File: src/rtl/fdiv_mul_post.sv
// fdiv_mul_post: dividend delay line plus a two-stage single-precision
// multiplier that forms a/b as a * (1/b). The reciprocal 1/b comes from an
// upstream unit with FINV_LAT cycles of latency.
module fdiv_mul_post #(
  parameter int FINV_LAT = 3
) (
  input  logic        clk,
  input  logic        rstn,
  input  logic        flush,
  input  logic        in_valid,
  input  logic [31:0] a,
  input  logic [31:0] inv,
  output logic [31:0] y,
  output logic        out_valid
);

  // Dividend delay line, D1 at index 0, D_FINV_LAT at index FINV_LAT-1
  logic [31:0] d_a [FINV_LAT];
  logic        d_v [FINV_LAT];

  // Shift the dividend and its valid bit; flush kills every valid in flight
  always_ff @(posedge clk) begin
    if (!rstn) begin
      for (int i = 0; i < FINV_LAT; i++) begin
        d_a[i] <= 32'd0;
        d_v[i] <= 1'b0;
      end
    end else begin
      d_a[0] <= a;
      d_v[0] <= in_valid & ~flush;
      for (int i = 1; i < FINV_LAT; i++) begin
        d_a[i] <= d_a[i-1];
        d_v[i] <= d_v[i-1] & ~flush;
      end
    end
  end

  // Operand fields at the point where the delayed dividend meets 1/b
  logic [31:0]       tap;
  logic [7:0]        tap_e;
  logic [7:0]        inv_e;
  logic [47:0]       prod_c;
  logic signed [9:0] esum_c;

  assign tap    = d_a[FINV_LAT-1];
  assign tap_e  = tap[30:23];
  assign inv_e  = inv[30:23];
  assign prod_c = 48'({1'b1, tap[22:0]}) * 48'({1'b1, inv[22:0]});
  assign esum_c = $signed({2'b00, tap_e}) + $signed({2'b00, inv_e});

  // M1 stage registers
  logic              m1_v;
  logic              m1_s;
  logic [47:0]       m1_prod;
  logic signed [9:0] m1_esum;
  logic              m1_zero;
  logic              m1_inf;

  // M1: sign, mantissa product, exponent sum and special-operand flags
  always_ff @(posedge clk) begin
    if (!rstn) begin
      m1_v    <= 1'b0;
      m1_s    <= 1'b0;
      m1_prod <= 48'd0;
      m1_esum <= 10'sd0;
      m1_zero <= 1'b0;
      m1_inf  <= 1'b0;
    end else begin
      m1_v    <= d_v[FINV_LAT-1] & ~flush;
      m1_s    <= tap[31] ^ inv[31];
      m1_prod <= prod_c;
      m1_esum <= esum_c;
      m1_zero <= (tap_e == 8'd0) || (inv_e == 8'd0);
      m1_inf  <= (tap_e == 8'hFF) || (inv_e == 8'hFF);
    end
  end

  // M2 combinational normalize / round / special-case result
  logic [22:0]       mant_c;
  logic              rbit_c;
  logic signed [9:0] exp_n;
  logic [23:0]       mant_rnd;
  logic signed [9:0] exp_f;
  logic [31:0]       y_c;

  // Normalize on product bit 47, round half-up, then apply zero/inf/range rules
  always_comb begin
    mant_c   = m1_prod[45:23];
    rbit_c   = m1_prod[22];
    exp_n    = m1_esum - 10'sd127;
    if (m1_prod[47]) begin
      mant_c = m1_prod[46:24];
      rbit_c = m1_prod[23];
      exp_n  = m1_esum - 10'sd126;
    end
    mant_rnd = {1'b0, mant_c} + {23'd0, rbit_c};
    // A carry out leaves the low 23 bits at zero and bumps the exponent
    exp_f    = exp_n + (mant_rnd[23] ? 10'sd1 : 10'sd0);
    y_c      = {m1_s, exp_f[7:0], mant_rnd[22:0]};
    if (m1_zero) begin
      y_c = {m1_s, 31'd0};
    end else if (m1_inf) begin
      y_c = {m1_s, 8'hFF, 23'd0};
    end else if (exp_f >= 10'sd255) begin
      y_c = {m1_s, 8'hFF, 23'd0};
    end else if (exp_f <= 10'sd0) begin
      y_c = {m1_s, 31'd0};
    end
  end

  // M2: register the quotient and its valid flag
  always_ff @(posedge clk) begin
    if (!rstn) begin
      y         <= 32'd0;
      out_valid <= 1'b0;
    end else begin
      y         <= y_c;
      out_valid <= m1_v & ~flush;
    end
  end

endmodule
File: config.mk
export PLATFORM = sky130hd
export DESIGN_NAME = fdiv_mul_post
export DESIGN_NICKNAME = d
export VERILOG_FILES = /design/src/rtl/fdiv_mul_post.sv
export SDC_FILE = /design/constraint.sdc
export NUM_CORES = 2
export LEC_CHECK = 0
export CAP_MARGIN = 20
export CORE_MARGIN = 2
export CORE_UTILIZATION = 45
export CTS_CLUSTER_DIAMETER = 80
export DETAILED_ROUTE_END_ITERATION = 7
export HOLD_SLACK_MARGIN = 0.06
export PLACE_DENSITY_LB_ADDON = 0.2
export SKIP_CTS_REPAIR_TIMING = 1
export SLEW_MARGIN = 20
export SYNTH_ARGS = -nofsm -noshare
export SYNTH_HDL_FRONTEND = slang
export SYNTH_SLANG_ARGS = --single-unit
File: constraint.sdc
create_clock -name clk -period 10.55 [get_ports clk]
set_clock_uncertainty 0.15 [all_clocks]
set_input_delay 2.11 -clock clk [delete_from_list [all_inputs] [get_ports clk]]
set_output_delay 2.11 -clock clk [all_outputs]
set_load 0.005 [all_outputs]
Yosys cells after proc, flatten, opt, wreduce, memory -nomap -nowiden
Memories as Yosys holds them, arrays and structs flattened.
Cells that the tools add are included.

cells by class
  add/sub/neg operators = 5
  multipliers = 1
  order comparisons = 2
  equal/unequal tests = 2
  muxes and demuxes = 15
  bitwise operators = 14
  reductions and logical operators = 6

operators with widths
  operator                                                                            count
  32-bit 2-to-1 mux                                                                   3
  31-bit 2-to-1 mux                                                                   3
  24-bit by 24-bit multiplier with 48-bit output                                      1
  23-bit by 1-bit adder with 24-bit output                                            1
  23-bit 2-to-1 mux                                                                   1
  10-bit by 8-bit subtractor with 10-bit output (second input constant)               2
  8-bit == test (second input constant)                                               2
  8-bit zero test                                                                     2
  10-bit by 2-bit adder with 10-bit output                                            1
  10-bit by 9-bit >= comparator with 1-bit output (second input constant)             1
  10-bit by 1-bit less-or-equal comparator with 1-bit output (second input constant)  1
  10-bit 2-to-1 mux                                                                   1
  8-bit by 8-bit adder with 9-bit output                                              1
  1-bit 2-to-1 mux                                                                    7
  1-bit OR                                                                            6
  1-bit bitwise AND                                                                   5
  5-bit OR reduction                                                                  1
  1-bit logical OR                                                                    2
  1-bit NOT                                                                           2
  2-bit OR reduction                                                                  1
  1-bit bitwise XOR                                                                   1

storage, ports and cells
  bits in registers = 95
  RAM bits = 99
  input port bits = 68
  output and inout bits = 33
  logic and storage cells = 57
  memories = 2

memory list
  name  depth  bits a word  read ports  clocked after Yosys merged registers in  wr ports  line  RTL
  d_a   3      32           3           0                                        3         18    logic [31:0] d_a [FINV_LAT];
  d_v   3      1            3           0                                        3         19    logic d_v [FINV_LAT];

Longest topological paths before layout
  word-level depth = 8
  mapped depth = 25
  gate-level depth less buffers = 23

Worst setup path before layout
OpenSTA, ideal clock, no wires.

  kind = input port to flip-flop
  start = input port inv[12]
  end = register m1_prod[45]
  library setup time = 0.142 ns
  arrival time = 8.404 ns
  slack = 1.854 ns
  stages = 24
  buffers on the path = 1
  cell sequence = clkbuf_1 -> inv_1 -> nor2_1 -> fa_1 -> inv_1 -> fa_1 -> inv_1 -> fa_1 -> inv_1 -> fa_1 -> inv_1 -> fa_1 -> fa_1 -> inv_1 -> fa_1 -> inv_1 -> ha_1 -> nand4_1 -> or4_1 -> a211o_1 -> a31oi_1 -> o21a_1 -> nor4_1 -> or4b_2

between the ends
  longest elaborated chain between the ends = 1

RTL lines
  what                                            line  RTL
  start, declared                                 12    input logic [31:0] inv,
  24-bit by 24-bit multiplier with 48-bit output  48    assign prod_c = 48'({1'b1, tap[22:0]}) * 48'({1'b1, inv[22:0]});
  end signal, assigned                            71    m1_prod <= prod_c;
  end, declared                                   54    logic [47:0] m1_prod;

Every way passes these cells.
A chain may end at the register's enable or synchronous reset.

Final worst setup path
  start = input port inv[0]
  end = register m1_prod[45]

Same word-level chain as after synthesis.

==> results.yml <==
power:
  p_sw_mw: 1.23
  comb_power_share_pct: 50.9
  power_frac_seq_pct: 27.3
  p_clk_share_pct: 21.8
  power_leakage_nw: 13.1
  internal_power_mw: 1.59
  swShare_pct: 43.6
  ir_worst_vdd_uv: 111
  pwr_density_cell_mw_per_mm2: 102
yosys:
  synth.largest_area_cell: "fa_1"
  avgSynthCellArea_um2: 9.01
  async_flop_share_pct: 0
  ys_ff_latch: 171
  synth_nets: 3524
  synth_top_cell_area_share_pct: 38.4
  yosys_warnings: 0
  netlist_area_mm2: 0.0251
  synth_edf_count: 0
  synth_area_leaders: "fa_1 (38%), dfxtp_1 (14%), ha_1 (9.1%)"
  synth-seq-area-share_pct: 13.6
  synth_common_cells: "inv_1 (602), fa_1 (482), and2_1 (356), nand2_1 (311), ha_1 (183)"
  synth.most_common_cell: "inv_1"
  netlist_instances: 2791
  ys_types: 65
  ys.flop_type: "dfxtp_1"
setup_path:
  critical-path-max-stage-delay_ns: 0.79
  cpMostUsedCell: "fa_1"
  cp-end-kind: "register"
  crit_chain: "clkdlybuf4s50_1 > and2_1 > fa_1 > fa_1 > inv_1 > fa_1 > fa_1 > inv_1 > fa_1 > fa_1 > inv_1 > fa_1 > inv_1 > ha_1 > nand4_1 > or4_1 > a211o_1 > a31oi_1 > o21a_1 > nor4_1 > or4b_2"
  cp.required_ns: 10.72
  cp_slowest_cell: "clkdlybuf4s50_1"
  start_kind: "input pin"
  crit_type: "in2reg"
  crit_fanout: 16
  crit_arrival_ns: 9.77
min_path:
  hp-class: "reg2reg"
grt:
  overflow: 0
  grt_pass1_wl_um: 109000
  groute.usage.overall_pct: 24.5
  grt_pass1_vias: 20700
  grt_antenna_before_repair: 1
  grt_max_degree: 121
detailed_routing:
  wl_per_cell_um: 18.4
  drt-total-wl_um: 66100
  ant_nets: 0
  drt_iter0_drc: 1047
  dr.pass1.iters: 6
  via_per_inst: 5.22
  vias: 18700
  drc: 0
sta:
  setup_viol: 0
  setup_tns_ns: 0
  rsz0062_at_grt: "no"
  relSlewSlack_pct: 36.7
  finalHoldViolations: 0
  fmax_mhz: 104
  timing.hold.ws_ns: 0.269
  final_max_slew_viol_count: 0
  tightest_slew_ns: 0.946
  fin_crit_sh_pct: 91.0
  final.min_clock_period_ns: 9.60
cts:
  cts_buffer_depth: 2
  cts_root_buffer: "clkbuf_16"
  clk_latency_ns: 0.44
  cts.sinks: 171
  numCtsBuffers: 17
  tritoncts: "yes"
  htree_levels: 4
  path_clk_slew_ns: 0.08
run:
  maxCapViolCount: 0
finish:
  fillers: 5257
  nets: 3561
  design_area_mm2: 0.0275
  drive_gt1_share_pct: 3.87
  diodes: 0
  area_growth_pct: 9.47
floorplanning:
  io_pins: 101
  fp.dieW_um: 240
  core-area_mm2: 0.0552
  die-area_mm2: 0.0578
  placementRows: 86
  start_util_pct: 45.5
  die_h_um: 240
outcome:
  status: "completed"
place:
  port_buffers: 100
  gp_congestion: 0.930
  dp_hpwl_um: 52600
  placed_area_mm2: 0.0269
## path summary, 6_finish.rpt
check	cells after the start	from	slack, ns	end
setup / recovery	21	inv[0]	0.95	m1_prod[45]$_SDFF_PN0_
hold reg to reg	1	d_a[0][33]$_SDFF_PN0_	0.27	d_a[0][65]$_SDFF_PN0_
setup reg to reg	24	d_a[0][71]$_SDFF_PN0_	2.54	m1_prod[45]$_SDFF_PN0_
hold / removal	1	d_a[0][33]$_SDFF_PN0_	0.27	d_a[0][65]$_SDFF_PN0_
## area by class of cell
type	instances	area, um2	share of cell area (%)
Clock buffer	17	425	1.55
Clock inverter	15	146	0.532
Inverter	604	2270	8.24
Multi-Input combinational cell	1878	18900	68.7
Sequential cell	171	3420	12.4
Tap cell	748	936	3.40
Timing Repair Buffer	156	1420	5.15
## power groups by stage
| stage | registers [mW] | logic (mW) | clock network, mW |
|---|---|---|---|
| final | 0.767 | 1.43 | 0.613 |
| after global routing | 0.776 | 1.62 | 0.657 |
| after CTS | 0.767 | 1.44 | 0.630 |
| after detailed placement | 0.782 | 1.43 | 0 |
| after global placement | 0.777 | 1.41 | 0 |
| after floorplan | 0.759 | 1.02 | 0 |
## cells in the final DEF, fill, tap and decap left out, types with 37 or more instances in the layout
cell type        instances
inv_1                  602
buf_4                   56
nor2_1                  78
o21ai_0                 37
ha_1                   183
dfxtp_1                170
nand2_1                311
fa_1                   482
clkdlybuf4s50_1         99
nor3_1                  44
xnor2_1                 42
and2_1                 356
a21oi_1                 67
## registers in the layout, indices dropped and copies added, names as in the netlist
signal,flops
d_a,96
y,32
m1_prod,26
m1_esum,9
d_v,3
m1_inf,1
m1_s,1
m1_v,1
m1_zero,1
out_valid,1
## routing by layer
| metal | routed length [um] | share of wire (%) | up-vias | global-route usage, % |
|---|---|---|---|---|
| li1 | - | - | 8467 | - |
| met1 | 26900 | 41 | 9653 | 30.0 |
| met2 | 33600 | 51 | 483 | 44.0 |
| met3 | 2830 | 4.3 | 121 | 2.51 |
| met4 | 2840 | 4.3 | 0 | 10.4 |
| met5 | 0 | 0 | - | 0 |
## through the flow
step,utilization (%),power (mW),setup WS [ns],cells
floorplan,-,1.78,1.85,2791
global placement,48.8,2.19,0.689,3556
detailed placement,48.8,2.21,0.638,3556
CTS,49.8,2.84,1.12,3588
global route,49.9,3.06,0.660,3589
finish,49.9,2.81,0.954,3589
## worst max-delay path: cells and delay by family
kind,cells,cell delay (ns)
adder cells (fa/ha/maj),8,3.91
AND/OR/NAND/NOR,5,1.80
AO/OA/AOI/OAI,3,0.91
buffers and inverters,5,1.03
## cell families after synthesis
group / Yosys count / synth area share (%)
compound gates: 214 / 5.61
buf+inv: 742 / 11.2
xor+xnor: 60 / 2.09
flops: 171 / 13.6
simple gates: 905 / 18.6
mux: 34 / 1.39
fa+ha+maj: 665 / 47.5
No activity file was read; power rests on OpenSTA's default activity.
